--- config.mk ---
export PLATFORM = sky130hd
export DESIGN_NAME = dmem_bus_arbiter
export DESIGN_NICKNAME = d
export VERILOG_FILES = /design/src/rtl/dmem_bus_arbiter_pkg.sv /design/src/rtl/arb_sat_counter.sv /design/src/rtl/dmem_bus_arbiter.sv
export SDC_FILE = /design/constraint.sdc
export NUM_CORES = 1
export LEC_CHECK = 0
export BUFFER_PORTS_ARGS = -buffer_cell sky130_fd_sc_hd__buf_2
export CAP_MARGIN = 0
export CORE_AREA = 5 5 118 120
export DETAILED_ROUTE_END_ITERATION = 12
export DIE_AREA = 0 0 123 125
export PLACE_DENSITY = 0.52
export SLEW_MARGIN = 15
export SYNTH_ARGS = -nofsm -noshare
export SYNTH_HDL_FRONTEND = slang
export SYNTH_SLANG_ARGS = --single-unit
--- constraint.sdc ---
create_clock -name clk -period 2.2 [get_ports clk]
set_clock_uncertainty 0.1 [all_clocks]
set_input_delay 0.33 -clock clk [delete_from_list [all_inputs] [get_ports clk]]
set_output_delay 0.33 -clock clk [all_outputs]
set_load 0.05 [all_outputs]
--- src/rtl/dmem_bus_arbiter_pkg.sv ---
// Shared definitions for the data-memory bus arbiter: FSM encoding, port indices,
// default limits and a counter-width helper.
package dmem_bus_arbiter_pkg;

  typedef enum logic [1:0] {
    ST_IDLE = 2'd0,
    ST_OWN0 = 2'd1,
    ST_OWN1 = 2'd2
  } arb_state_t;

  localparam int PORT0            = 0;
  localparam int PORT1            = 1;
  localparam int DEF_STARVE_LIMIT = 4;
  localparam int DEF_LOCKMAX      = 8;

  // Bits needed to hold 0..max; never narrower than one bit.
  function automatic int cnt_width(input int max);
    return (max < 2) ? 1 : $clog2(max + 1);
  endfunction

endpackage

--- src/rtl/arb_sat_counter.sv ---
// Up-counter that holds at MAX; clear and reset both win over increment.
module arb_sat_counter
  import dmem_bus_arbiter_pkg::*;
#(
  parameter int MAX = 4,
  parameter int W   = cnt_width(MAX)
) (
  input  logic         clk,
  input  logic         reset,
  input  logic         clr,
  input  logic         inc,
  output logic [W-1:0] count
);

  always_ff @(posedge clk) begin
    if (reset || clr) begin
      count <= '0;
    end else if (inc && (count != W'(MAX))) begin
      count <= count + W'(1);
    end
  end

endmodule

--- src/rtl/dmem_bus_arbiter.sv ---
// Two-master arbiter for the dmem / memory-mapped I/O bus: port 0 has priority,
// port 1 has a starvation guard, and either port may lock the bus with a watchdog.
module dmem_bus_arbiter
  import dmem_bus_arbiter_pkg::*;
#(
  parameter  int DBITS        = 32,
  parameter  int STARVE_LIMIT = DEF_STARVE_LIMIT,
  parameter  int LOCKMAX      = DEF_LOCKMAX,
  localparam int SCW          = cnt_width(STARVE_LIMIT),
  localparam int LCW          = cnt_width(LOCKMAX - 1)
) (
  input  logic             clk,
  input  logic             reset,
  input  logic             req0,
  input  logic             we0,
  input  logic             lock0,
  input  logic [DBITS-1:0] addr0,
  input  logic [DBITS-1:0] wdata0,
  output logic             gnt0,
  output logic             rvalid0,
  output logic [DBITS-1:0] rdata0,
  input  logic             req1,
  input  logic             we1,
  input  logic             lock1,
  input  logic [DBITS-1:0] addr1,
  input  logic [DBITS-1:0] wdata1,
  output logic             gnt1,
  output logic             rvalid1,
  output logic [DBITS-1:0] rdata1,
  output logic             mem_en,
  output logic             mem_we,
  output logic [DBITS-1:0] mem_addr,
  output logic [DBITS-1:0] mem_wdata,
  input  logic [DBITS-1:0] mem_rdata,
  output logic             err_lock,
  output arb_state_t       arb_state,
  output logic [SCW-1:0]   starve_cnt,
  output logic [LCW-1:0]   lock_cnt
);

  // Handshake: a master raises reqN and holds it with stable we/addr/wdata until
  // gntN is seen high in the same cycle; that cycle is the bus access. A read
  // answers with rvalidN exactly one cycle later, with no back-pressure.

  arb_state_t state_q, state_d;
  logic       watchdog;
  logic       lock_eff0, lock_eff1;
  logic [1:0] lock_ign_q;
  logic       rv_q, rtag_q, err_q;

  assign lock_eff0 = lock0 & ~lock_ign_q[0];
  assign lock_eff1 = lock1 & ~lock_ign_q[1];

  always_ff @(posedge clk) begin
    if (reset) state_q <= ST_IDLE;
    else       state_q <= state_d;
  end

  always_comb begin
    state_d  = state_q;
    watchdog = 1'b0;
    unique case (state_q)
      ST_IDLE: begin
        if (gnt0 && lock_eff0)      state_d = ST_OWN0;
        else if (gnt1 && lock_eff1) state_d = ST_OWN1;
      end
      ST_OWN0: begin
        if (!lock0) begin
          state_d = ST_IDLE;
        end else if (lock_cnt == LCW'(LOCKMAX - 1)) begin
          state_d  = ST_IDLE;
          watchdog = 1'b1;
        end
      end
      ST_OWN1: begin
        if (!lock1) begin
          state_d = ST_IDLE;
        end else if (lock_cnt == LCW'(LOCKMAX - 1)) begin
          state_d  = ST_IDLE;
          watchdog = 1'b1;
        end
      end
      default: state_d = ST_IDLE;
    endcase
  end

  always_comb begin
    gnt0 = 1'b0;
    gnt1 = 1'b0;
    if (!reset) begin
      unique case (state_q)
        ST_IDLE: begin
          if (req0 && req1) begin
            if (starve_cnt == SCW'(STARVE_LIMIT)) gnt1 = 1'b1;
            else                                  gnt0 = 1'b1;
          end else begin
            gnt0 = req0;
            gnt1 = req1;
          end
        end
        ST_OWN0: gnt0 = req0;
        ST_OWN1: gnt1 = req1;
        default: ;
      endcase
    end
  end

  always_comb begin
    mem_en    = gnt0 | gnt1;
    mem_we    = (gnt0 & we0) | (gnt1 & we1);
    mem_addr  = '0;
    mem_wdata = '0;
    if (gnt1) begin
      mem_addr  = addr1;
      mem_wdata = wdata1;
    end else if (gnt0) begin
      mem_addr  = addr0;
      mem_wdata = wdata0;
    end
  end

  // rtag_q remembers which port owns the read data arriving next cycle.
  always_ff @(posedge clk) begin
    if (reset) begin
      rv_q       <= 1'b0;
      rtag_q     <= 1'b0;
      err_q      <= 1'b0;
      lock_ign_q <= 2'b00;
    end else begin
      rv_q          <= mem_en & ~mem_we;
      rtag_q        <= gnt1;
      err_q         <= watchdog;
      lock_ign_q[0] <= (lock_ign_q[0] | (watchdog & (state_q == ST_OWN0))) & lock0;
      lock_ign_q[1] <= (lock_ign_q[1] | (watchdog & (state_q == ST_OWN1))) & lock1;
    end
  end

  // Gating with reset drops a response that was in flight when reset arrived.
  assign rvalid0   = rv_q & ~rtag_q & ~reset;
  assign rvalid1   = rv_q &  rtag_q & ~reset;
  assign rdata0    = mem_rdata;
  assign rdata1    = mem_rdata;
  assign err_lock  = err_q & ~reset;
  assign arb_state = state_q;

  arb_sat_counter #(.MAX(STARVE_LIMIT), .W(SCW)) u_starve_cnt (
    .clk   (clk),
    .reset (reset),
    .clr   (gnt1 | ~req1),
    .inc   (req1 & ~gnt1),
    .count (starve_cnt)
  );

  arb_sat_counter #(.MAX(LOCKMAX - 1), .W(LCW)) u_lock_cnt (
    .clk   (clk),
    .reset (reset),
    .clr   (state_d == ST_IDLE),
    .inc   (state_q != ST_IDLE),
    .count (lock_cnt)
  );

endmodule

; Yosys cells after proc, flatten, opt, wreduce, memory -nomap -nowiden
; Cells that the tools add are included.
[word_totals]
romBits = 0
elab_cells = 74
mem_count = 0
ramBits = 0
regBits = 13
latch_bits = 0
[op_classes]
n_bitwise = 27
order_cmp = 0
n_shift = 0
div = 0
multipliers = 0
reduce_logical = 10
add_sub_neg = 2
eq_ne = 6
n_mux = 22
[op_table]
columns = operator, count
row1 = 32-bit 2-to-1 mux, 4
row2 = 1-bit bitwise AND, 15
row3 = 2-bit 2-to-1 mux, 5
row4 = 1-bit 2-to-1 mux, 9
row5 = 1-bit inverter, 7
row6 = 3-bit by 1-bit adder with 3-bit output (second input constant), 2
row7 = 3-bit == test (second input constant), 2
row8 = 3-bit inequality test (second input constant), 2
row9 = 1-bit case mux with 2 select lines, 3
row10 = 2-bit case mux with 3 select lines, 1
row11 = 1-bit logical AND, 5
row12 = 1-bit bitwise OR, 5
row13 = 2-bit logical NOT, 2
row14 = 2-bit by 1-bit == test with 1-bit output (second input constant), 1
row15 = 2-bit == test (second input constant), 1
row16 = 1-bit logical OR, 2
row17 = 2-bit nonzero test, 1

; Depth between registers and ports, before layout
; Gate-level depths: netlist (run 1).
[depth]
ltp_word = 11
depth_mapped = 11

; Modules after synthesis
; A second synthesis (run 1) with hierarchy kept.
[unflattened]
hier_cells = 228
hier_area_um2 = 2008.2
[by_module_without_submodules]
columns = mod, seq_area_each_um2, area_per_inst_um2, cells_per_inst, instances
row1 = dmem_bus_arbiter, 140.1, 1676.6, 199, 1
row2 = arb_sat_counter at u_starve_cnt, 60.1, 188.9, 17, 1
row3 = arb_sat_counter at u_lock_cnt, 60.1, 142.6, 12, 1

; Worst setup path before layout (run 1)
; Ideal clock, no wire load.
[synth_path]
kind = flip-flop to output port
from = register state_q[0], in the netlist arb_state[0]
to = output port mem_addr[22]
stages_incl_launch_ff = 10
arrival_ns = 2.662
setup_slack_ns = -0.892
n_path_buf = 3
cell_sequence = dfxtp_1 > inv_1 > ha_1 > buf_2 > nor2_2 > a211o_1 > buf_6 > clkbuf_1 > nand2_1 > o21ai_1
[synth_via]
elab_chain_cells = 5
elab_cells_between_ends = 9
classes_between = eq/ne: 2 / mux: 6 / reduce/logical: 1
[synth_lines]
columns = element, line
row1 = "start, declared", dmem_bus_arbiter.sv:45  ; arb_state_t state_q, state_d;
row2 = "start signal, assigned", dmem_bus_arbiter.sv:56  ; else state_q <= state_d;
row3 = 2-bit by 1-bit == test with 1-bit output or 2-bit logical NOT (tied branches), dmem_bus_arbiter.sv:91  ; unique case (state_q)
row4 = 1-bit case mux with 2 select lines, dmem_bus_arbiter.sv:91
row5 = 1-bit 2-to-1 mux, dmem_bus_arbiter.sv:90  ; if (!reset) begin
row6 = 32-bit 2-to-1 mux, dmem_bus_arbiter.sv:116  ; end else if (gnt0) begin
row7 = 32-bit 2-to-1 mux *, dmem_bus_arbiter.sv:113  ; if (gnt1) begin
row8 = "end, declared", dmem_bus_arbiter.sv:32  ; output logic [DBITS-1:0] mem_addr,
; Mark *: on every way between the ends. The rest lies on a longest branch, timed or not.

; Final worst setup path (run 1)
[layout_path]
from = register state_q[0], in the netlist arb_state[0]
to = output port mem_addr[3]
; Same word-level chain as after synthesis.

==> results by group, run 1 <==
Status
  – Status: complete, but fails checks
  – Failing checks: negative setup slack

Global route
  – Initial antenna violation count: 0
  – Vias in the first global route: roughly 3300
  – First-pass GRT wire length: 17400 um
  – Tot GR Track Use: 0.139
  – Largest net degree at the start of global routing: 24
  – Aggregate global routing overflow: 0

Logic synthesis
  – Seq cells post-synth: 13
  – Post-Synth Adder-Cell Area: 0.0381
  – Post-synth EDFFs: 0
  – Synth Area in Compound Gates: 0.254
  – Largest family of logic cells by synthesized area: simple AND/OR/NAND/NOR gates
  – Syn Inst Count: about 370
  – Mux contribution to synthesized area: 0.00810
  – Simple-gate area share of the yosys netlist: 0.308
  – Cell Area, Synth: 2630 um2
  – Average size of a mapped cell: around 7.2 um2
  – Seq/Total Area, Yosys: 0.0991
  – Ys Warns: 0
  – Yosys cell types: 46
  – Fraction of registers with async set/reset: 0
  – Syn_nets: between 500 and 600
  – Largest area contributor in the netlist: buf_4
  – Top FF cell, synth: dfxtp_1
  – Yosys top cell area share: 0.189
  – Post-Synth XOR/XNOR Area: 0.00667
  – Area contributors post-synth: buf_4, o21ai_2, nand2_2

Clock tree
  – Num CTS Buffers: 3
  – Worst skew pair latency: about 0.24 ns
  – CTS tree: built
  – Hold Buf Count CTS: 0
  – H-tree depth: 1
  – Clock-pin transition on the worst setup and hold timing paths: about 0.05 ns
  – Maximum clock insertion buffer count: 2
  – Root Buffer: clkbuf_16
  – Clock sink count: 13

Setup path
  – Critical Path Source Type: flop
  – Slowest stage delay, CP: 0.37 ns
  – Reg2Reg Depth: 9
  – Crit-path cells: inv_4 > ha_4 > nor2b_4 > a211o_4 > clkinv_8 > buf_12 > clkbuf_16 > nand2_2 > o21ai_4 > buf_6
  – Nature of the critical path endpoint: primary output
  – Crit Path Class: reg2out
  – Crit Reg-Reg Endpoint: u_starve_cnt.count[2]
  – Worst reg2reg setup slack: between 0.15 and 0.2 ns
  – CP max FO: 7
  – CP max stage cell: a211o_4
  – CP required: 1.77 ns
  – WP buf/inv: 5
  – Cell family with most CP delay: buffers and inverters
  – WP depth: 10
  – Reg2reg start: arb_state[0]
  – Worst path arrival time: approximately 1.9 ns

STA
  – Slew margin rel.: 0.675
  – Tmin final: about 2.4 ns
  – # setup viols final: 65
  – Max frequency: between 400 and 500 MHz
  – Final Max Slew Viols: 0
  – RSZ-0062 raised after global routing: true
  – Worst slew pin tran: between 0.4 and 0.5 ns
  – Final Cycle Share: 1.08
  – Setup TNS: -8.09 ns
  – Final Hold Fails: 0
  – Setup WS post-layout: -0.168 ns

Hold path
  – Min-Delay Endpoint: lock_ign_q[0]
  – Hold path depth: 2
  – Worst Hold Class: in2reg
  – Hold path start: lock0

Floorplanning
  – Effective utilization at floorplan: 0.204
  – DIE AREA: roughly 15000 um2
  – Die height: ~130 um
  – I/O pins: slightly above 300
  – Die extent in x: 123 um
  – Rows: 42
  – Core area: approximately 13000 um2

Placement
  – Placement Cell Area: roughly 4200 um2
  – Placed instance count: just over 700
  – Setup WS pre-CTS: -0.0154 ns
  – PortBufs: approximately 210
  – Placer congestion estimate: between 0.9 and 1
  – HPWL after DPL: roughly 8400 um

Layout
  – Area Overhead vs Synth: 116%
  – Final #Nets: around 740
  – Fin area: between 5000 and 6000 um2
  – Register area: 277 um2
  – Share of layout cells above drive strength 1: 0.875
  – # diodes: 0
  – Post-route insts no fill: ~740
  – Multi-input combinational cell area: roughly 2500 um2
  – # fillers: around 1200

Routing
  – Vias per cell: 4.32
  – DR vias: approximately 3200
  – DR pass1 iterations: 4
  – DRT antenna net count: 0
  – WL per Instance: 16.2 um
  – Drt initial violations: 90
  – Residual DRC: 0
  – DRT Wirelength: between 10000 and 15000 um

Power and ir drop
  – Power Total: roughly 2 mW
  – Pleak: ~2.7 nW
  – PwrDens: 354 nW/um2
  – Worst vdd ir: 388 uV

Run
  – Max Cap Viol: 0
what timing repair did:
action | CTS | global route
resized for setup | 231 | 39
pin swaps | 8 | 13
buffers inserted | 11 | 7
endpoints found under the setup margin | 68 | 68
cloned | 8 | 4
logic make-up (layout without fill, tap and decap cells):
| family | count (synthesis) | after routing |
|---|---|---|
| AND/OR/NAND/NOR | 162 | 162 |
| buffers and inverters | 97 | 290 |
| AO/OA/AOI/OAI | 83 | 83 |
| flip-flops | 13 | 13 |
| adder cells (fa/ha/maj) | 8 | 8 |
| XOR/XNOR | 2 | 2 |
| multiplexers | 2 | 2 |
cell usage in the layout (no fill, tap or decap), types with 2 or more instances in the layout:
master	Yosys	layout
dfxtp_1	13	8
nand2_4	0	22
buf_2	7	146
inv_4	0	3
o21ai_0	2	2
buf_4	66	31
buf_16	0	11
buf_8	0	13
nor3b_1	3	3
ha_4	0	4
ha_1	8	4
o21ai_4	0	64
nor3_1	2	2
clkbuf_16	0	7
a21boi_0	2	2
dfxtp_4	0	4
nand2b_1	2	2
xnor2_1	2	2
inv_1	6	2
nand2_1	83	14
nand3_1	3	2
nor2_1	6	6
nand2_2	50	96
or3_1	2	2
buf_6	4	58
nor2b_1	2	2
inv_2	2	3
buf_12	6	13
a31oi_1	2	2
a221oi_1	2	2
flip-flops by register name (all words and copies together), names as in the netlist:
| register | cells |
|---|---|
| arb_state | 2 |
| err_q | 1 |
| lock_ign_q | 2 |
| rtag_q | 1 |
| rv_q | 1 |
| u_lock_cnt.count | 3 |
| u_starve_cnt.count | 3 |
synthesized netlist by cell type (2+ instances only):
library cell / n
o21ai_0: 2
nor3b_1: 3
nand2_2: 50
dfxtp_1: 13
o21ai_2: 50
nand3_1: 3
inv_1: 6
buf_2: 7
xnor2_1: 2
nor3_1: 2
nand2b_1: 2
a21boi_0: 2
nor2b_1: 2
or2_2: 2
inv_2: 2
ha_1: 8
buf_6: 4
clkbuf_1: 5
or3_1: 2
o21ai_1: 14
buf_4: 66
nand2_1: 83
a21oi_1: 2
buf_12: 6
nor2_1: 6
a31oi_1: 2
a221oi_1: 2
where the power goes:
group	switching [mW]	total, mW	leakage [nW]	internal, mW
sequential	0.00481	0.244	0.109	0.239
clock	0.101	0.346	0.0382	0.245
combinational	0.805	1.42	2.52	0.614
layer usage:
metal	GRT usage	wire [um]
met3	0.0425	1140
met1	0.163	4490
met4	0.0267	239
met2	0.251	6050
met5	0	0
through the flow:
step,utilization,hold WS (ns)
after global placement,0.325,0.407
after global routing,0.441,0.285
after CTS,0.419,0.278
after floorplan,-,0.395
final,0.441,0.280
after detailed placement,0.325,0.417
worst max path at each step:
stage,from,to
floorplan,arb_state[1],mem_addr[25]
global placement,u_starve_cnt.count[0],mem_wdata[1]
detailed placement,arb_state[0],mem_addr[22]
CTS,arb_state[0],mem_wdata[31]
global route,arb_state[0],mem_addr[3]
finish,arb_state[0],mem_addr[3]
layout make-up:
| class | instances | share of cell area |
|---|---|---|
| inverters | 9 | 0.00947 |
| clock buffers | 4 | 0.0139 |
| repair buffers | 277 | 0.441 |
| flip-flops and latches | 13 | 0.0487 |
| well taps | 176 | 0.0388 |
| multi-input cells | 257 | 0.448 |
No activity file was read; power rests on OpenSTA's default activity.
==> run 2: changes to the inputs <==
Settings changed: CELL_PAD_IN_SITES_DETAIL_PLACEMENT from default to 0, CELL_PAD_IN_SITES_GLOBAL_PLACEMENT from default to 1, CORE_AREA 5 5 118 120 to default, CORE_ASPECT_RATIO from default to 0.7, CORE_MARGIN from default to 5, CORE_UTILIZATION from default to 21, DIE_AREA 0 0 123 125 to default, PLACE_DENSITY 0.52 to 0.8.
==> run 2 against run 1 <==
Against the previous run:
- the run still ends with negative setup slack left
- critical endpoint is now mem_addr[7]
- sequential cell count unchanged
- largest cell class unchanged
- largest power group unchanged
- global-route usage up 0.34 points
- die area down 3.3%
- register-to-register slack better by 0.03 ns
==> results by group, run 2 (synthesis gave the netlist of run 1 again) <==
Status
  – Status: complete, but fails checks
  – Failing checks: negative setup slack

Global route
  – Global Route met2 Usage: 0.261 (+0.0106)
  – Tot GR Track Use: 0.143 (+0.00344)
  – Grt peak-use layer: met2
  – GRT met1 Usage: 0.168 (+0.00522)
  – M3 GR Usage: 0.0428 (+0.000380)
  – Aggregate global routing overflow: 0 (unchanged)
  – Largest net degree at the start of global routing: 35 (+46%)
  – Vias in the first global route: 3421 (+2.2%)
  – First-pass GRT wire length: 17300 um (-0.20%)
  – Initial antenna violation count: 0 (unchanged)

STA
  – Setup TNS: -6.95 ns (+1.14 ns)
  – Final Cycle Share: 1.07 (-0.00792)
  – RSZ-0062 raised after global routing: true
  – Slew margin rel.: 0.659 (-0.0160)
  – Final Hold Fails: 0 (unchanged)
  – Worst Hold Slack: 0.290 ns (+0.00939 ns)
  – Max frequency: 425 MHz (+0.74%)
  – Setup WS post-layout: -0.151 ns (+0.0174 ns)
  – Tmin final: 2.35 ns (-0.0174 ns)
  – Final Max Slew Viols: 0 (unchanged)
  – Worst slew pin tran: 0.503 ns (+0.0236 ns)
  – # setup viols final: 67 (+3.1%)

Floorplanning
  – I/O pins: 311 (unchanged)
  – DIE AREA: 14900 um2 (-3.3%)
  – Die extent in x: 144 um (+17%)
  – Die height: 104 um (-17%)
  – Core area: 12300 um2 (-4.2%)
  – Rows: 34 (-19%)
  – Effective utilization at floorplan: 0.213 (+0.00889)

Power and ir drop
  – PwrDens: 363 nW/um2 (+2.7%)
  – Sw Ratio: 0.464 (+0.0105)
  – Seq pwr share: 0.123 (+0.002)
  – Share of total power in the clock network: 0.178 (+0.006)
  – Worst vdd ir: 259 uV (-33%)
  – Comb pwr share: 0.699 (-0.008)
  – Pleak: 2.54 nW (-4.7%)
  – P_int: 1.06 mW (-3.1%)
  – NetSw: 0.921 mW (+1.1%)

Routing
  – Vias per cell: 4.51 (+4.4%)
  – Residual DRC: 0 (unchanged)
  – Drt initial violations: 93 (+3.3%)
  – DRT antenna net count: 0 (unchanged)
  – DR pass1 iterations: 4 (unchanged)
  – WL per Instance: 17.2 um (+6.1%)
  – DRT Wirelength: 12200 um (+2.3%)
  – DR vias: 3202 (+0.69%)

Clock tree
  – CTS tree: built
  – Num CTS Buffers: 3 (unchanged)
  – Clock sink count: 13 (unchanged)
  – Root Buffer: clkbuf_16
  – Hold Buf Count CTS: 0 (unchanged)
  – H-tree depth: 1 (unchanged)
  – Maximum clock insertion buffer count: 2 (unchanged)
  – Clock-pin transition on the worst setup and hold timing paths: 0.05 ns (about the same)
  – Worst skew pair latency: 0.25 ns (about the same)

Layout
  – Top flop regs: u_lock_cnt.count: 3 flops, u_starve_cnt.count: 3 flops
  – Area Overhead vs Synth: 108%
  – # diodes: 0 (unchanged)
  – Commonest non-fill, non-tap cells in the layout: buf_2, o21ai_4, nand2_2
  – Final #Nets: 725 (-1.6%)
  – # fillers: 1159 (-4.6%)
  – Share of layout cells above drive strength 1: 0.830 (-0.0447)
  – Most common cell after layout, fill and taps aside: buf_2

Placement
  – PortBufs: 214 (unchanged)
  – HPWL after DPL: 8400 um (about the same)
  – Placer congestion estimate: 0.872 (-3.8%)

Run
  – Max Cap Viol: 0 (unchanged)

Hold path
  – Worst Hold Class: in2reg

Setup path
  – CP max FO: 8 (+1)
  – Nature of the critical path endpoint: primary output
  – CP required: 1.77 ns (about the same)
  – Crit Path Class: reg2out
  – Critical Path Source Type: flop
  – Worst path arrival time: 1.92 ns (-0.02 ns)
run 2: cell type report:
class | count | area (um2) | area share
clock buffer | 3 | 75.1 | 0.0137
clock inverter | 1 | 5.00 | 0.000916
inverter | 9 | 53.8 | 0.00985
multi-input combinational | 258 | 2540 | 0.466
sequential | 13 | 277 | 0.0506
tap | 162 | 203 | 0.0371
timing repair buffer | 264 | 2310 | 0.422
run 2: metal layers:
layer  part of all wire  wire length [um]  vias up
li1                   -                 -     1504
met1               0.38              4610     1506
met2               0.51              6270      182
met3              0.098              1190       10
met4              0.010               124        0
met5                  0                 0        -
run 2: timing repair:
item / CTS / global route
gates resized for setup: 160 / 91
setup buffers: 2 / 8
pin swaps: 1 / 18
gates cloned: 6 / 5
setup endpoints to repair: 68 / 68
run 2: path summary, 6_finish.rpt:
kind / start / to / slack (ns) / cells past startpoint
setup / recovery: arb_state[1] / mem_addr[7] / -0.15 / 9
hold / removal: lock1 / lock_ign_q[1] / 0.29 / 2
setup reg to reg: arb_state[0] / u_lock_cnt.count[2] / 0.22 / 8
hold reg to reg: u_lock_cnt.count[1] / u_lock_cnt.count[1] / 0.44 / 2
run 2: worst max-delay path, stage by stage (launching register included):
cell and delay, ns:
dfxtp_4 0.36, inv_4 0.08, ha_4 0.17, nor2_4 0.04, a211o_4 0.37, buf_12 0.18, clkbuf_16 0.18, nand2_4 0.08
o21ai_4 0.06, buf_6 0.15
run 2: power by group through the flow:
| stage | clock [mW] | sequential, mW | combinational, mW |
|---|---|---|---|
| floorplan | 0 | 0.259 | 1.07 |
| global placement | 0 | 0.247 | 1.06 |
| detailed placement | 0 | 0.248 | 1.08 |
| CTS | 0.364 | 0.244 | 1.26 |
| global route | 0.376 | 0.244 | 1.46 |
| finish | 0.354 | 0.243 | 1.39 |
run 2: through the flow:
stage | util | area [um2] | power [mW] | worst slack (ns) | cells
final | 0.443 | 5460 | 1.98 | -0.151 | 710
after global routing | 0.443 | 5460 | 2.08 | -0.188 | 710
after CTS | 0.401 | 4950 | 1.87 | -0.199 | 699
after detailed placement | 0.340 | 4200 | 1.32 | -0.0369 | 687
after global placement | 0.340 | 4200 | 1.31 | 0.0262 | 687
after floorplan | - | 3320 | 1.33 | -0.0553 | 367
==> run 3: changes to the inputs <==
Settings changed: GPL_TIMING_DRIVEN from default to 0.
==> run 3 against run 2 <==
Against the previous run:
- the flow still finishes with violations (negative setup slack)
- sequential power is essentially flat
- non-clock buffer count grew 140
- cell area grew 18%
- final cell count grew 20%
- fmax shrank 5.0%
- critical path depth grew 3
- worst hold slack is essentially flat
==> results by group, run 3 (synthesis gave the netlist of run 1 again) <==
Status
  – Status: complete, but fails checks
  – Failing checks: negative setup slack

Setup path
  – CP max stage cell: dfxtp_4
  – CP required: 1.77 ns (about the same)
  – Critical Path Source Type: flop
  – CP max FO: 7 (-1)
  – Worst reg2reg setup slack: 0.19 ns (-0.03 ns)
  – Reg2reg start: arb_state[0]
  – Crit-path cells: inv_4 > ha_4 > nor2b_4 > a211o_1 > buf_6 > clkinv_8 > buf_12 > buf_12 > buf_16 > nand2_4 > o21ai_4 > buf_6
  – Crit Path Class: reg2out
  – Slowest stage delay, CP: 0.35 ns (-0.02 ns)
  – Worst path arrival time: 2.05 ns (+0.13 ns)
  – Crit Reg-Reg Endpoint: u_lock_cnt.count[2]
  – Nature of the critical path endpoint: primary output
  – Reg2Reg Depth: 8 (unchanged)

Layout
  – Most common cell after layout, fill and taps aside: buf_2
  – Final #Nets: 864 (+19%)
  – Share of layout cells above drive strength 1: 0.840 (+0.00959)
  – Top flop regs: u_lock_cnt.count: 3 flops, u_starve_cnt.count: 3 flops
  – Commonest non-fill, non-tap cells in the layout: buf_2, buf_4, o21ai_4
  – Area Overhead vs Synth: 146%
  – # diodes: 0 (unchanged)
  – Util after Layout: 0.523 (+0.0804)
  – Fin area: 6460 um2 (+18%)

Placement
  – PortBufs: 278 (+30%)
  – Placer congestion estimate: 0.862 (-1.2%)
  – Placement Cell Area: 4910 um2 (+17%)
  – HPWL after DPL: 10500 um (+25%)

Power and ir drop
  – PwrDens: 367 nW/um2 (+1.2%)
  – Pleak: 3.36 nW (+32%)
  – Power Total: 2.37 mW (+20%)
  – Worst vdd ir: 289 uV (+12%)

STA
  – Setup WS post-layout: -0.275 ns (-0.124 ns)
  – Worst Hold Slack: 0.290 ns (+0.000224 ns)
  – Final Hold Fails: 0 (unchanged)
  – Slew margin rel.: 0.663 (+0.00312)
  – # setup viols final: 67 (unchanged)
  – Final Cycle Share: 1.13 (+0.0564)
  – RSZ-0062 raised after global routing: true
  – Worst slew pin tran: 0.498 ns (-0.00461 ns)
  – Tmin final: 2.48 ns (+0.124 ns)
  – Final Max Slew Viols: 0 (unchanged)
  – Max frequency: 404 MHz (-5.0%)

Hold path
  – Worst Hold Class: in2reg
  – Hold path depth: 2 (unchanged)
  – Min-Delay Endpoint: lock_ign_q[1]
  – Hold path start: lock1

Routing
  – Residual DRC: 0 (unchanged)
  – DRT Wirelength: 13500 um (+11%)
  – Drt initial violations: 102 (+9.7%)
  – Vias per cell: 4.32 (-4.2%)
  – DR pass1 iterations: 4 (unchanged)
  – DR vias: 3667 (+15%)
  – WL per Instance: 15.9 um (-7.6%)
  – DRT antenna net count: 0 (unchanged)

Floorplanning
  – Die extent in x: 144 um (unchanged)
  – Rows: 34 (unchanged)
  – Core area: 12300 um2 (unchanged)
  – DIE AREA: 14900 um2 (unchanged)
  – Die height: 104 um (unchanged)
  – Effective utilization at floorplan: 0.213 (unchanged)
  – I/O pins: 311 (unchanged)

Clock tree
  – Root Buffer: clkbuf_16
  – Num CTS Buffers: 3 (unchanged)
  – Maximum clock insertion buffer count: 2 (unchanged)
  – Clock-pin transition on the worst setup and hold timing paths: 0.05 ns (about the same)
  – Hold Buf Count CTS: 0 (unchanged)
  – Clock sink count: 13 (unchanged)
  – CTS tree: built
  – Worst skew pair latency: 0.25 ns (about the same)
  – H-tree depth: 1 (unchanged)

Global route
  – First-pass GRT wire length: 20600 um (+19%)
  – Initial antenna violation count: 0 (unchanged)
  – Tot GR Track Use: 0.167 (+0.0239)
  – Vias in the first global route: 3977 (+16%)
  – Aggregate global routing overflow: 0 (unchanged)
  – Largest net degree at the start of global routing: 11 (-69%)

Run
  – Max Cap Viol: 0 (unchanged)
## run 3: worst max path at each step
stage                          startpoint             to  slack [ns]
global route                 arb_state[0]  mem_wdata[27]       -0.35
finish                       arb_state[0]  mem_wdata[27]       -0.28
CTS                          arb_state[0]    mem_addr[5]       -0.29
floorplan                    arb_state[1]   mem_addr[25]       -0.06
detailed placement  u_starve_cnt.count[0]  mem_wdata[24]       -0.23
global placement             arb_state[1]   mem_addr[29]       -0.22
## run 3: area by class of cell
cell class                 instances  area (um2)
fill                            1145        5880
multi-input combinational        257        2540
timing repair buffer             320        2490
buffer                            84         806
sequential                        13         277
tap                              162         203
clock buffer                       3        75.1
inverter                           9        56.3
clock inverter                     1        5.00
## run 3: repair_timing
action                     4_1_cts  5_1_grt
setup buffers                   32        3
pin swaps                       29       23
setup endpoints to repair       68       68
cloned                           8        1
resized for setup              218       61
## run 3: power breakdown
group,internal (mW),leakage (nW),switching [mW]
sequential,0.239,0.109,0.00460
clock,0.243,0.0409,0.110
combinational,0.715,3.21,1.06
total,1.20,3.36,1.18
## run 3: critical path: cells and delay by family (launching register included)
kind	cells	cell delay, ns
adder cells (fa/ha/maj)	1	0.18
flip-flops	1	0.35
AND/OR/NAND/NOR	2	0.10
AO/OA/AOI/OAI	2	0.32
buffers and inverters	7	0.84
## run 3: layer usage
metal	vias up	routed length, um	global-route usage
met5	-	0	0
met4	0	182	0.0343
met3	17	989	0.0253
met2	156	7160	0.315
met1	1713	5150	0.197
li1	1781	-	-
## run 3: metrics by stage
step,setup WS (ns),TNS [ns],cells
after floorplan,-0.0553,-0.396,367
after global routing,-0.350,-18.85,849
after global placement,-0.217,-11.67,807
after detailed placement,-0.234,-13.18,807
final,-0.275,-13.20,849
after CTS,-0.293,-14.62,848
